<file path="config.mk">
export PLATFORM = sky130hd
export DESIGN_NAME = msk_holder_loader
export DESIGN_NICKNAME = d
export VERILOG_FILES = /design/src/rtl/msk_holder_loader.sv
export SDC_FILE = /design/constraint.sdc
export NUM_CORES = 1
export LEC_CHECK = 0
export ABC_AREA = 1
export CAP_MARGIN = 15
export CORE_UTILIZATION = 25
export DETAILED_ROUTE_END_ITERATION = 6
export PLACE_DENSITY = 0.87
export SETUP_SLACK_MARGIN = 0.3
export SYNTH_ARGS = -nofsm -noshare
export SYNTH_HDL_FRONTEND = slang
export SYNTH_SLANG_ARGS = --single-unit
</file>
<file path="constraint.sdc">
create_clock -name clk -period 1.41 [get_ports clk]
set_clock_uncertainty 0.2 [all_clocks]
set_input_delay 0.282 -clock clk [delete_from_list [all_inputs] [get_ports clk]]
set_output_delay 0.282 -clock clk [all_outputs]
set_load 0.02 [all_outputs]
</file>
<file path="src/rtl/msk_holder_loader.sv">
// Loader/refresh sequencer for a masked shift-register share holder.
// Streams shared words in, then rotates the full holder with fresh randomness on request.
module msk_holder_loader #(
    parameter int d          = 2,
    parameter int BITS       = 256,
    parameter int RFRSH_RATE = 16
) (
    input  logic                          clk,
    input  logic                          rst,
    input  logic                          in_valid,
    output logic                          in_ready,
    input  logic [d*RFRSH_RATE-1:0]       in_data,
    input  logic                          rnd_valid,
    output logic                          rnd_ready,
    input  logic [(d-1)*RFRSH_RATE-1:0]   rnd_in,
    input  logic                          refresh_req,
    input  logic                          flush,
    output logic [d*RFRSH_RATE-1:0]       shares_data_out,
    output logic [(d-1)*RFRSH_RATE-1:0]   rnd_rfrsh_out,
    output logic                          fetch_out,
    output logic [d-1:0]                  enable_out,
    output logic                          data_valid,
    output logic                          busy
);

    localparam int NSTAGES = BITS / RFRSH_RATE;
    localparam int CW      = (NSTAGES > 1) ? $clog2(NSTAGES) : 1;
    localparam logic [CW-1:0] LAST = CW'(NSTAGES - 1);

    localparam logic [1:0] EMPTY   = 2'd0;
    localparam logic [1:0] LOAD    = 2'd1;
    localparam logic [1:0] FULL    = 2'd2;
    localparam logic [1:0] REFRESH = 2'd3;

    logic [1:0]    state;
    logic [1:0]    state_nxt;
    logic [CW-1:0] cnt;
    logic [CW-1:0] cnt_nxt;
    logic          accept;
    logic          rotate;
    logic          last;

    assign shares_data_out = in_data;
    assign rnd_rfrsh_out   = rnd_in;

    // Handshakes are suppressed while reset or flush is asserted so the
    // holder never shifts on a cycle whose state update is being discarded.
    assign in_ready  = ~rst & ~flush & ((state == EMPTY) | (state == LOAD));
    assign rnd_ready = ~rst & ~flush & (state == REFRESH);

    assign accept = in_valid & in_ready;
    assign rotate = rnd_valid & rnd_ready;
    assign last   = (cnt == LAST);

    assign enable_out = {d{accept | rotate}};
    assign fetch_out  = (state != REFRESH);
    assign data_valid = (state == FULL);
    assign busy       = (state == LOAD) | (state == REFRESH);

    always_comb begin
        state_nxt = state;
        cnt_nxt   = cnt;
        if (flush) begin
            state_nxt = EMPTY;
            cnt_nxt   = '0;
        end else begin
            case (state)
                EMPTY: begin
                    if (accept) begin
                        if (NSTAGES == 1) begin
                            state_nxt = FULL;
                            cnt_nxt   = '0;
                        end else begin
                            state_nxt = LOAD;
                            cnt_nxt   = CW'(1);
                        end
                    end
                end
                LOAD: begin
                    if (accept) begin
                        if (last) begin
                            state_nxt = FULL;
                            cnt_nxt   = '0;
                        end else begin
                            cnt_nxt = cnt + CW'(1);
                        end
                    end
                end
                FULL: begin
                    if (refresh_req) begin
                        state_nxt = REFRESH;
                        cnt_nxt   = '0;
                    end
                end
                REFRESH: begin
                    // A full pass of NSTAGES rotations restores word order.
                    if (rotate) begin
                        if (last) begin
                            state_nxt = FULL;
                            cnt_nxt   = '0;
                        end else begin
                            cnt_nxt = cnt + CW'(1);
                        end
                    end
                end
                default: begin
                    state_nxt = EMPTY;
                    cnt_nxt   = '0;
                end
            endcase
        end
    end

    always_ff @(posedge clk) begin
        if (rst) begin
            state <= EMPTY;
            cnt   <= '0;
        end else begin
            state <= state_nxt;
            cnt   <= cnt_nxt;
        end
    end

endmodule

</file>
---- Word level (Yosys, flattened, before mapping) ----
Index checks and enable logic that the tools add are counted.
word-level totals
  register bits after elaboration ......... 6
  latch bits .............................. 0
  memory bits (writable) .................. 0
  ROM bits ................................ 0
  output and inout bits ................... 55
  word-level logic and storage cells ...... 37
  memories ................................ 0
cells by class
  $add $sub $neg .......................... 1
  $mul .................................... 0
  div/mod/pow operators ................... 0
  $lt $le $gt $ge ......................... 0
  eq/ne operators ......................... 9
  shift-type cells ........................ 0
  muxes and demuxes ....................... 12
  bitwise operators ....................... 10
  reduce and logical (&&, ||, !) cells .... 3
operator list
  operator             count
  $mux 4               5
  $pmux 4 s4           1
  $mux 2               5
  $ne 2x2->1 const B   5
  $pmux 2 s4           1
  $and 1x1->1          5
  $add 4x1->4 const B  1
  $eq 2x2->1 const B   2
  $eq 4x4->1 const B   1
  $reduce_and 4->1     1
  $or 1x1->1           3
  $eq 2x1->1 const B   1
  $logic_not 2->1      1
  $not 1->1            2
  $reduce_or 2->1      1

---- Depth between registers and ports, before layout ----
  depth after elaboration ................. 6
  depth in mapped cells ................... 7
  depth with buffers taken out ............ 7

---- Worst setup path after synthesis ----
Ideal clock, no wire load.
  kind .................................... reg2out
  from .................................... register state[0]
  to ...................................... output port enable_out[1]
  arrival time ............................ 1.362 ns
  required time ........................... 0.928 ns
  slack ................................... -0.434 ns
  stages on the path, launching flop included .. 7
  path buffers ............................ 2
  cell sequence ........................... dfxtp_1 -> buf_6 -> nand2_2 -> nor2_1 -> nand2_1 -> nand2_1 -> buf_4
RTL lines
  element                 RTL line  source
  from (decl)             35        logic [1:0] state;
  from (signal assigned)  119       state <= state_nxt;
  $eq 2x2->1              49        assign rnd_ready = ~rst & ~flush & (state == REFRESH);
  $and 1x1->1             49
  via rnd_ready           14        output logic rnd_ready,
  $and 1x1->1             52        assign rotate = rnd_valid & rnd_ready;
  $or 1x1->1              55        assign enable_out = {d{accept | rotate}};
  to (decl)               21        output logic [d-1:0] enable_out,
The timed path passes the listed nets, and every way through them passes these cells.

---- Worst setup path in the final report ----
  from .................................... register state[1]
  to ...................................... output port enable_out[1]
on the way
  cells in the longest elaborated chain, start to end .. 5
RTL lines
  element                                               RTL line  source
  $eq 2x1->1 / $logic_not 2->1 (equally long branches)  48        assign in_ready = ~rst & ~flush & ((state == EMPTY) | (state == LOAD));
  $or 1x1->1                                            48
  $and 1x1->1                                           48
  $and 1x1->1                                           51        assign accept = in_valid & in_ready;
  $or 1x1->1 (*)                                        55
Mark *: on every way between the ends. The rest lies on a longest branch, timed or not.

==> results.yml <==
worst_setup_path:
  crit_path_end_kind: "output pin"
  cp-startpoint: "state[1]"
  path_max_fanout: 4
  critPathArrivalTime_ps: 1060
  critPathKind: "reg2out"
  startpoint_type: "register"
  cp.required_ps: 930
  reg2reg_from: "state[1]"
timing:
  hold_viol_final: 0
  finalSetupTns_ps: -472
  slew_headroom_pct: 88.2
  worstMarginPinSlew_ps: 176
  rsz0062_at_grt: "true"
  fin_crit_sh_pct: 109
  maxSlewViolCount: 0
  whs_ps: 335
  fin_ws_ps: -128
  period_minus_slack_ps: 1540
  max_freq_mhz: 650
  setup-violations-final: 7
power:
  p_leak_nw: 0.373
  vdd_drop_max_mv: 0.172
  power.density_nw_per_um2: 529
logic_synthesis:
  ys_types: 22
  yosys_warnings: 0
  syn_area_um2: 817
  synthesis.nets: 168
  syn_inst: 113
  synth_top_area_share_pct: 45.0
  synth_seq_cells: 6
  yosysTopAreaCell: "buf_4"
  avgSynthCellArea_um2: 7.23
  synthTopCellsByArea: "buf_4 45%, dfxtp_1 15%, nand2_1 5.5%, nor2_1 4.6%, inv_1 3.7%"
  yosysSeqAreaShare_pct: 14.7
finish:
  design_area_um2: 852
  drive_gt1_share_pct: 56.3
  synthToLayoutAreaGrowth_pct: 4.29
  nNetsFinal: 152
  nFillCells: 324
  final_common_cell: "buf_4"
  num_antenna_cells: 0
  layout_common_cells: "14 x buf_4, 10 x buf_6, 9 x nand2_1"
floorplanning:
  rows: 20
  initial_core_util_pct: 26.5
  dieArea_um2: 3500
  core-area_um2: 3080
  io_pins: 109
  die-width_um: 59.2
  die_y_um: 59.2
clock_tree:
  clkSlewWorstSetupHoldPaths_ps: 60
  clkSinkCount: 6
  cts_tree: "built"
  cts_buffers: 3
  cts_max_level: 1
  clkLatencyLatePin_ps: 250
  cts_max_path_buffers: 2
  cts-root-buf: "clkbuf_4"
detailed_routing:
  wl_met2_um: 703
  m1WireLength_um: 507
  vias: 538
  drtIter0Drc: 24
  drc: 0
  top_layer: "met4"
  viasPerCell: 3.84
  wire_per_inst_um: 10.1
  finalWirelength_mm: 1.42
  drtAntennaViolNets: 0
  wl_met3_um: 119
  dr.pass1.iters: 3
global_routing:
  grt_pass1_vias: 495
  antenna_found_initial: 0
  grt_max_degree: 8
  grt_usage_pct: 8.41
  grt_pass1_wl_mm: 2.08
  overflow: 0
placed_design:
  place_congestion: 0.749
  dpl.hpwl_mm: 1.06
  dpl_cell_area_um2: 761
  port_buffers: 12
run:
  cap_viol_max_count: 0
min_path:
  hp-class: "in2reg"
  worstHoldStart: "rst"
outcome:
  outcome: "finished, violations left"
  violations: "setup timing"
==> cells in the mapped netlist (all sizes together) <==
cell    instances
inv             9
a22oi           1
clkbuf          1
o21ai           1
o22ai           1
o21bai          1
nor2           12
ha              1
nor3b           1
nand3           7
nand2          17
buf            50
dfxtp           6
a21oi           5
==> power breakdown <==
| part | switching [mW] | total (mW) | internal, mW |
|---|---|---|---|
| combinational | 0.0516 | 0.102 | 0.0505 |
| clock | 0.0692 | 0.177 | 0.108 |
| sequential | 0.00234 | 0.172 | 0.169 |
==> routing by layer <==
layer / vias up / global-route usage [%]
li1: 267 / -
met1: 240 / 8.58
met2: 19 / 11.7
met3: 12 / 2.40
met4: 0 / 12.2
met5: - / 0
==> worst max-delay path, stage by stage (launching register included) <==
cell and delay (ps):
dfxtp_4 400, nand2_8 60, nor2_4 80, nand2_1 70, nand2_2 70, buf_6 120
==> kinds of logic (layout without fill, tap and decap cells) <==
kind of cell | after synthesis | count (layout) | synth area share [%]
fa+ha+maj | 1 | 1 | 1.53
buf+inv | 60 | 43 | 51.0
flops | 6 | 6 | 14.7
simple gates | 37 | 37 | 24.7
compound gates | 9 | 9 | 8.12
==> flip-flops by register name (all words and copies together), names as in the netlist <==
signal  count
cnt         4
state       2
==> metrics by stage <==
| stage | setup slack, ps | std cells | total power, mW | utilization (%) |
|---|---|---|---|---|
| 3_5_place_dp | -816 | 133 | 0.265 | 24.7 |
| 2_1_floorplan | -98.5 | 113 | 0.419 | - |
| 3_3_place_gp | -795 | 133 | 0.263 | 24.7 |
| 5_1_grt | -179 | 140 | 0.478 | 27.7 |
| 4_1_cts | -124 | 139 | 0.455 | 27.3 |
| 6_report | -128 | 140 | 0.451 | 27.7 |
==> layout make-up <==
class                      instances  area, um^2  share of cell area, %
sequential                         6         128                   15.0
clock buffer                       4        26.3                   3.08
tap                               44        55.1                   6.46
timing repair buffer              30         260                   30.5
inverter                           9        36.3                   4.26
multi-input combinational         47         347                   40.7
==> worst paths after layout <==
path	to	slack, ps	cells after the start
hold reg to reg	cnt[2]	370	3
hold / removal	cnt[2]	340	6
setup reg to reg	cnt[1]	50	7
setup / recovery	enable_out[1]	-130	5
==> repair_timing <==
action,4_1_cts,5_1_grt
pin swaps,13,6
resized for setup,62,4
hold endpoints to repair,0,0
setup endpoints to repair,13,13
hold buffers,0,0
buffers inserted,2,1
gates cloned,0,0
No activity file was read; power rests on OpenSTA's default activity.
